===== src/rtl/muldiv_sequencer.sv =====
// Sequential 32x32 signed multiply / restoring divide with HI/LO results.
// Define MULDIV_DIV0_DETECT_EN to short-circuit DIV by zero with a div0 flag.
module muldiv_sequencer (
  input  logic        clock,
  input  logic        reset,
  input  logic        start,
  input  logic        op,
  input  logic [31:0] a,
  input  logic [31:0] b,
  output logic        busy,
  output logic        done,
  output logic        div0,
  output logic [31:0] hi,
  output logic [31:0] lo
);

  typedef enum logic [1:0] {
    IDLE,
    CALC,
    FIX,
    DONE
  } state_e;

  state_e      state_q, state_d;
  logic        op_q, op_d;
  logic        sa_q, sa_d;
  logic        sb_q, sb_d;
  logic [31:0] ma_q, ma_d;
  logic [31:0] mb_q, mb_d;
  logic [31:0] hi_acc_q, hi_acc_d;
  logic [31:0] lo_acc_q, lo_acc_d;
  logic [5:0]  cnt_q, cnt_d;
  logic        busy_q, busy_d;
  logic        done_q, done_d;
  logic        div0_q, div0_d;
  logic [31:0] hi_q, hi_d;
  logic [31:0] lo_q, lo_d;

  logic [31:0] abs_a, abs_b;
  logic [32:0] sum;
  logic [32:0] rem_s;
  logic [32:0] diff;
  logic        no_borrow;
  logic [63:0] prod;
  logic [63:0] prod_n;

  assign abs_a = a[31] ? -a : a;
  assign abs_b = b[31] ? -b : b;

  // Multiply: add multiplicand on LSB of {hi,lo}, then shift right.
  assign sum = {1'b0, hi_acc_q}
             + (lo_acc_q[0] ? {1'b0, ma_q} : 33'd0);

  // Divide: shift {rem,quo} left, trial-subtract the divisor.
  assign rem_s     = {hi_acc_q, lo_acc_q[31]};
  assign diff      = rem_s - {1'b0, mb_q};
  assign no_borrow = ~diff[32];

  assign prod   = {hi_acc_q, lo_acc_q};
  assign prod_n = -prod;

  always_comb begin
    state_d  = state_q;
    op_d     = op_q;
    sa_d     = sa_q;
    sb_d     = sb_q;
    ma_d     = ma_q;
    mb_d     = mb_q;
    hi_acc_d = hi_acc_q;
    lo_acc_d = lo_acc_q;
    cnt_d    = cnt_q;
    busy_d   = busy_q;
    done_d   = done_q;
    div0_d   = div0_q;
    hi_d     = hi_q;
    lo_d     = lo_q;
    unique case (state_q)
      IDLE: begin
        if (start) begin
          op_d     = op;
          sa_d     = a[31];
          sb_d     = b[31];
          ma_d     = abs_a;
          mb_d     = abs_b;
          hi_acc_d = 32'd0;
          lo_acc_d = op ? abs_a : abs_b;
          cnt_d    = 6'd0;
          busy_d   = 1'b1;
          state_d  = CALC;
`ifdef MULDIV_DIV0_DETECT_EN
          if (op && (b == 32'd0)) begin
            done_d  = 1'b1;
            div0_d  = 1'b1;
            state_d = DONE;
          end
`endif
        end
      end
      CALC: begin
        if (op_q) begin
          hi_acc_d = no_borrow ? diff[31:0] : rem_s[31:0];
          lo_acc_d = {lo_acc_q[30:0], no_borrow};
        end else begin
          hi_acc_d = sum[32:1];
          lo_acc_d = {sum[0], lo_acc_q[31:1]};
        end
        cnt_d = cnt_q + 6'd1;
        if (cnt_q == 6'd31) state_d = FIX;
      end
      FIX: begin
        if (op_q) begin
          lo_d = (sa_q ^ sb_q) ? -lo_acc_q : lo_acc_q;
          hi_d = sa_q ? -hi_acc_q : hi_acc_q;
        end else if (sa_q ^ sb_q) begin
          hi_d = prod_n[63:32];
          lo_d = prod_n[31:0];
        end else begin
          hi_d = prod[63:32];
          lo_d = prod[31:0];
        end
        done_d  = 1'b1;
        state_d = DONE;
      end
      DONE: begin
        done_d  = 1'b0;
        div0_d  = 1'b0;
        busy_d  = 1'b0;
        state_d = IDLE;
      end
      default: begin
        state_d = IDLE;
        busy_d  = 1'b0;
        done_d  = 1'b0;
        div0_d  = 1'b0;
      end
    endcase
  end

  always_ff @(posedge clock or negedge reset) begin
    if (!reset) begin
      state_q  <= IDLE;
      op_q     <= 1'b0;
      sa_q     <= 1'b0;
      sb_q     <= 1'b0;
      ma_q     <= 32'd0;
      mb_q     <= 32'd0;
      hi_acc_q <= 32'd0;
      lo_acc_q <= 32'd0;
      cnt_q    <= 6'd0;
      busy_q   <= 1'b0;
      done_q   <= 1'b0;
      div0_q   <= 1'b0;
      hi_q     <= 32'd0;
      lo_q     <= 32'd0;
    end else begin
      state_q  <= state_d;
      op_q     <= op_d;
      sa_q     <= sa_d;
      sb_q     <= sb_d;
      ma_q     <= ma_d;
      mb_q     <= mb_d;
      hi_acc_q <= hi_acc_d;
      lo_acc_q <= lo_acc_d;
      cnt_q    <= cnt_d;
      busy_q   <= busy_d;
      done_q   <= done_d;
      div0_q   <= div0_d;
      hi_q     <= hi_d;
      lo_q     <= lo_d;
    end
  end

  assign busy = busy_q;
  assign done = done_q;
  assign div0 = div0_q;
  assign hi   = hi_q;
  assign lo   = lo_q;

endmodule


===== config.mk =====
export PLATFORM = sky130hd
export DESIGN_NAME = muldiv_sequencer
export DESIGN_NICKNAME = d
export VERILOG_FILES = /design/src/rtl/muldiv_sequencer.sv
export SDC_FILE = /design/constraint.sdc
export NUM_CORES = 1
export LEC_CHECK = 0
export CAP_MARGIN = 0
export CORE_ASPECT_RATIO = 0.6
export CORE_UTILIZATION = 50
export DETAILED_ROUTE_END_ITERATION = 16
export PLACE_DENSITY = 0.71
export RECOVER_POWER = 100
export SLEW_MARGIN = 40
export SYNTH_ARGS = -nofsm -noshare
export SYNTH_HDL_FRONTEND = slang
export SYNTH_SLANG_ARGS = --single-unit

===== constraint.sdc =====
create_clock -name clock -period 4.9 [get_ports clock]
set_clock_uncertainty 0.2 [all_clocks]
set_input_delay 0.98 -clock clock [delete_from_list [all_inputs] [get_ports clock]]
set_output_delay 0.98 -clock clock [all_outputs]
set_load 0.02 [all_outputs]

==> summary.md <==
| Metric | Value |
|---|---|
| Hold Buf Count CTS | `0` |
| Synth Cell Area | `15500 sq um` |
| ANT nets after route | `0` |
| Yosys reg bits | `205` |
| Top_reg_cell synth | `dfrtp_1` |
| Relative slew slack | `-81.2%` |
| Top Layer Used | `met4` |
| Arr. time, crit path | `4.73 ns` |
| CTS max path bufs | `3` |
| RSZ-0062 raised after global routing | `no` |
| TritonCTS buffer count | `22` |
| Yosys warns | `0` |
| Synth Instances | `1912` |
| WP data required | `5.06 ns` |
| Die height | `138 microns` |
| CTS H-tree depth | `1` |
| WHS Path Cells | `2` |
| Layout cells sized above 1 | `7.25%` |
| Worst setup startpoint | `lo_acc_q[0]` |
| DP HPWL | `39500 microns` |
| Register area share after synthesis | `33.2%` |
| First-pass GRT wire length | `79800 microns` |
| Synth-to-layout area growth | `16.2%` |
| Width of the die | `229 microns` |
| FF-to-FF Start | `lo_acc_q[0]` |
| Hold Path Origin | `ma_q[6]` |
| Clk slew on worst S/H paths | `0.07 ns` |
| DRC violations left | `0` |
| Final setup violation count | `0` |
| Startpoint class of the critical path | `flop` |
| Initial antenna violation count | `0` |
| Placement Rows | `49` |
| Final Max Slew Viols | `375` |
| Mapped Nets | `2055` |
| Via count | `14.9k` |
| Initial Util | `51.2%` |
| Wire length on met2 | `21600 microns` |
| Async SR Flop Fraction | `100%` |
| Least-Margin Pin Slew | `2.72 ns` |
| Max cap viols | `7` |
| Core area | `30200 sq um` |
| Crit Path Class | `flop to flop` |
| Maximum clock frequency | `0.219 GHz` |
| Synth cell types | `78` |
| Worst-path maximum fanout | `17` |
| Drt via density | `6.14` |
| Post CTS Setup Buffer Count | `0` |
| Total wire length | `51300 microns` |
| Dpl cells | `2381` |
| Clock Latency Late Sink | `0.53 ns` |
| Worst Reg-to-Reg Cells | `12` |
| GRT overflow | `0` |
| Crit path capture type | `flop` |
| Post-synth EDFFs | `0` |
| Worst Hold Class | `flop to flop` |
| Clock root buffer | `clkbuf_16` |
| Io pins | `135` |
| Gr usage total | `32.0%` |
| Run status | `complete, but fails checks` |
| CTS tree | `yes` |
| Die Area | `31600 sq um` |
| Largest net degree at the start of global routing | `98` |
| Cts repair resizes | `0` |
| Post-synthesis area per instance | `8.08 sq um` |
| Total chip power | `13.7 mW` |
| Final Critical Period | `4.58 ns` |
| Failing checks | `max-capacitance violations, max-slew violations` |
| Nets | `2142` |
| Peak VDD IR | `0.000359 V` |
| DRT met1 WL | `24000 microns` |
| Lkg Pwr | `7.61 nW` |
| Cell Count, Final, Fillers Out | `2423` |
| Metal3 WL | `4760 microns` |
| Drt wl/cell | `21.2 microns` |
| CTS Sinks | `205` |
| Port Buf Inserts | `133` |
| P per Cell Area | `765 nW/um^2` |
| Final hold viol count | `0` |
| Fin crit share | `93.4%` |
| Antenna cells | `0` |
| Total negative slack | `0 ns` |
| TritonRoute pass-1 iters | `5` |
| GP Congestion | `0.950` |
| Number of global-route vias before repair | `13.9k` |
| Detailed Route Iter0 Violations | `1773` |
layout by cell type, fill, tap and decap left out, types with 18 or more instances in the layout:
cell             count
dlygate4sd3_1       69
o31ai_1             24
nand2_1            211
a21oi_1            210
or3_1               20
nand3_1             21
clkbuf_16           23
dfrtp_1            204
nor3_1              35
a22oi_1             18
and2_1              32
mux2_2              37
a211oi_1            26
nor2_1             181
o21ai_0            175
clkdlybuf4s50_1     61
ha_1                73
a31oi_1             18
xnor2_1             83
buf_4               35
xor2_1              93
a21o_1              34
inv_1               67
cell usage after synthesis, types with 6 or more instances:
master,count,area (sq um)
or4_1,10,75.1
a31oi_1,18,113
and2_1,34,213
or3_1,20,125
dfrtp_1,205,5130
o31ai_1,24,180
clkbuf_1,103,387
inv_1,66,248
nor2_1,180,676
nor3_1,35,175
o21ai_0,174,871
and3_1,9,56.3
nor2b_1,12,75.1
a22oi_1,18,135
nand3_1,21,105
or2_2,8,50.1
ha_1,73,913
xnor2_1,85,744
o221ai_1,8,70.1
o31a_1,7,61.3
a211oi_1,26,195
nand4_1,13,81.3
a21oi_1,211,1060
o21ai_1,9,45.0
buf_1,8,30.0
o21a_1,7,52.6
nand2_1,211,792
o22ai_1,8,50.1
o211ai_1,16,120
xor2_1,92,806
nand2b_1,15,93.8
nor4_1,16,100
a21o_1,34,255
a211o_1,6,52.6
mux2_2,37,417
o41ai_1,13,114
mux2i_1,13,130
worst paths after layout:
check                           endpoint  slack [ns]
worst max-delay path              hi[26]        0.32
worst min-delay path             ma_q[6]        0.28
worst max register to register    hi[26]        0.32
worst min register to register   ma_q[6]        0.28
max in group asynchronous        mb_q[7]        1.12
min in group asynchronous          hi[3]        0.65
kinds of logic after synthesis:
| family | synth area share, % |
|---|---|
| fa+ha+maj | 6.17 |
| buf+inv | 4.55 |
| xor+xnor | 10.1 |
| flops | 33.2 |
| simple gates | 18.1 |
| compound gates | 24.3 |
| other cells | 0.0243 |
| mux | 3.54 |
per-stage QoR:
step                      instance area [sq um]  util, %  setup slack (ns)  hold WS [ns]
after global routing                      18000     59.5             0.258         0.294
after CTS                                 18000     59.8             0.757         0.277
final                                     18000     59.5             0.323         0.275
after floorplan                           15500        -              1.08         0.238
after global placement                    17300     57.2             0.471         0.256
after detailed placement                  17300     57.2             0.341         0.262
cell type report:
| class | count | area, sq um |
|---|---|---|
| fillers | 2753 | 12200 |
| multi-input cells | 1523 | 9620 |
| flip-flops and latches | 205 | 5130 |
| repair buffers | 180 | 1660 |
| clock buffers | 29 | 628 |
| well taps | 408 | 510 |
| inverters | 67 | 251 |
| clock inverters | 11 | 161 |
per-layer routing:
| metal | vias to the layer above | global-route usage, % |
|---|---|---|
| li1 | 6967 | - |
| met1 | 7177 | 49.2 |
| met2 | 668 | 46.3 |
| met3 | 68 | 5.67 |
| met4 | 0 | 6.84 |
| met5 | - | 0 |
worst max-delay path, stage by stage (launching register included):
cell      delay, ns
dfrtp_1        0.58
inv_1          0.13
ha_1           0.19
nand2b_1       0.18
nor4_1         0.88
nand3_1        0.44
nor2_1         0.44
a21oi_1        0.27
or3_1          0.46
o21ai_1        0.24
a31oi_1        0.16
xnor2_1        0.17
a21oi_1        0.08
sequential cells by signal, summed over array words and instances, names as in the netlist:
signal	cells
op_q	1
ma_q	32
lo_acc_q	32
mb_q	32
hi_acc_q	32
sa_q	1
lo	32
done	1
busy	1
sb_q	1
hi	32
cnt_q	6
state_q	2
power by group:
part	internal, mW	switching (mW)	total (mW)
sequential	2.49	0.777	3.26
clock	1.12	0.752	1.87
combinational	3.38	5.23	8.61
No activity file was read; power rests on OpenSTA's default activity.
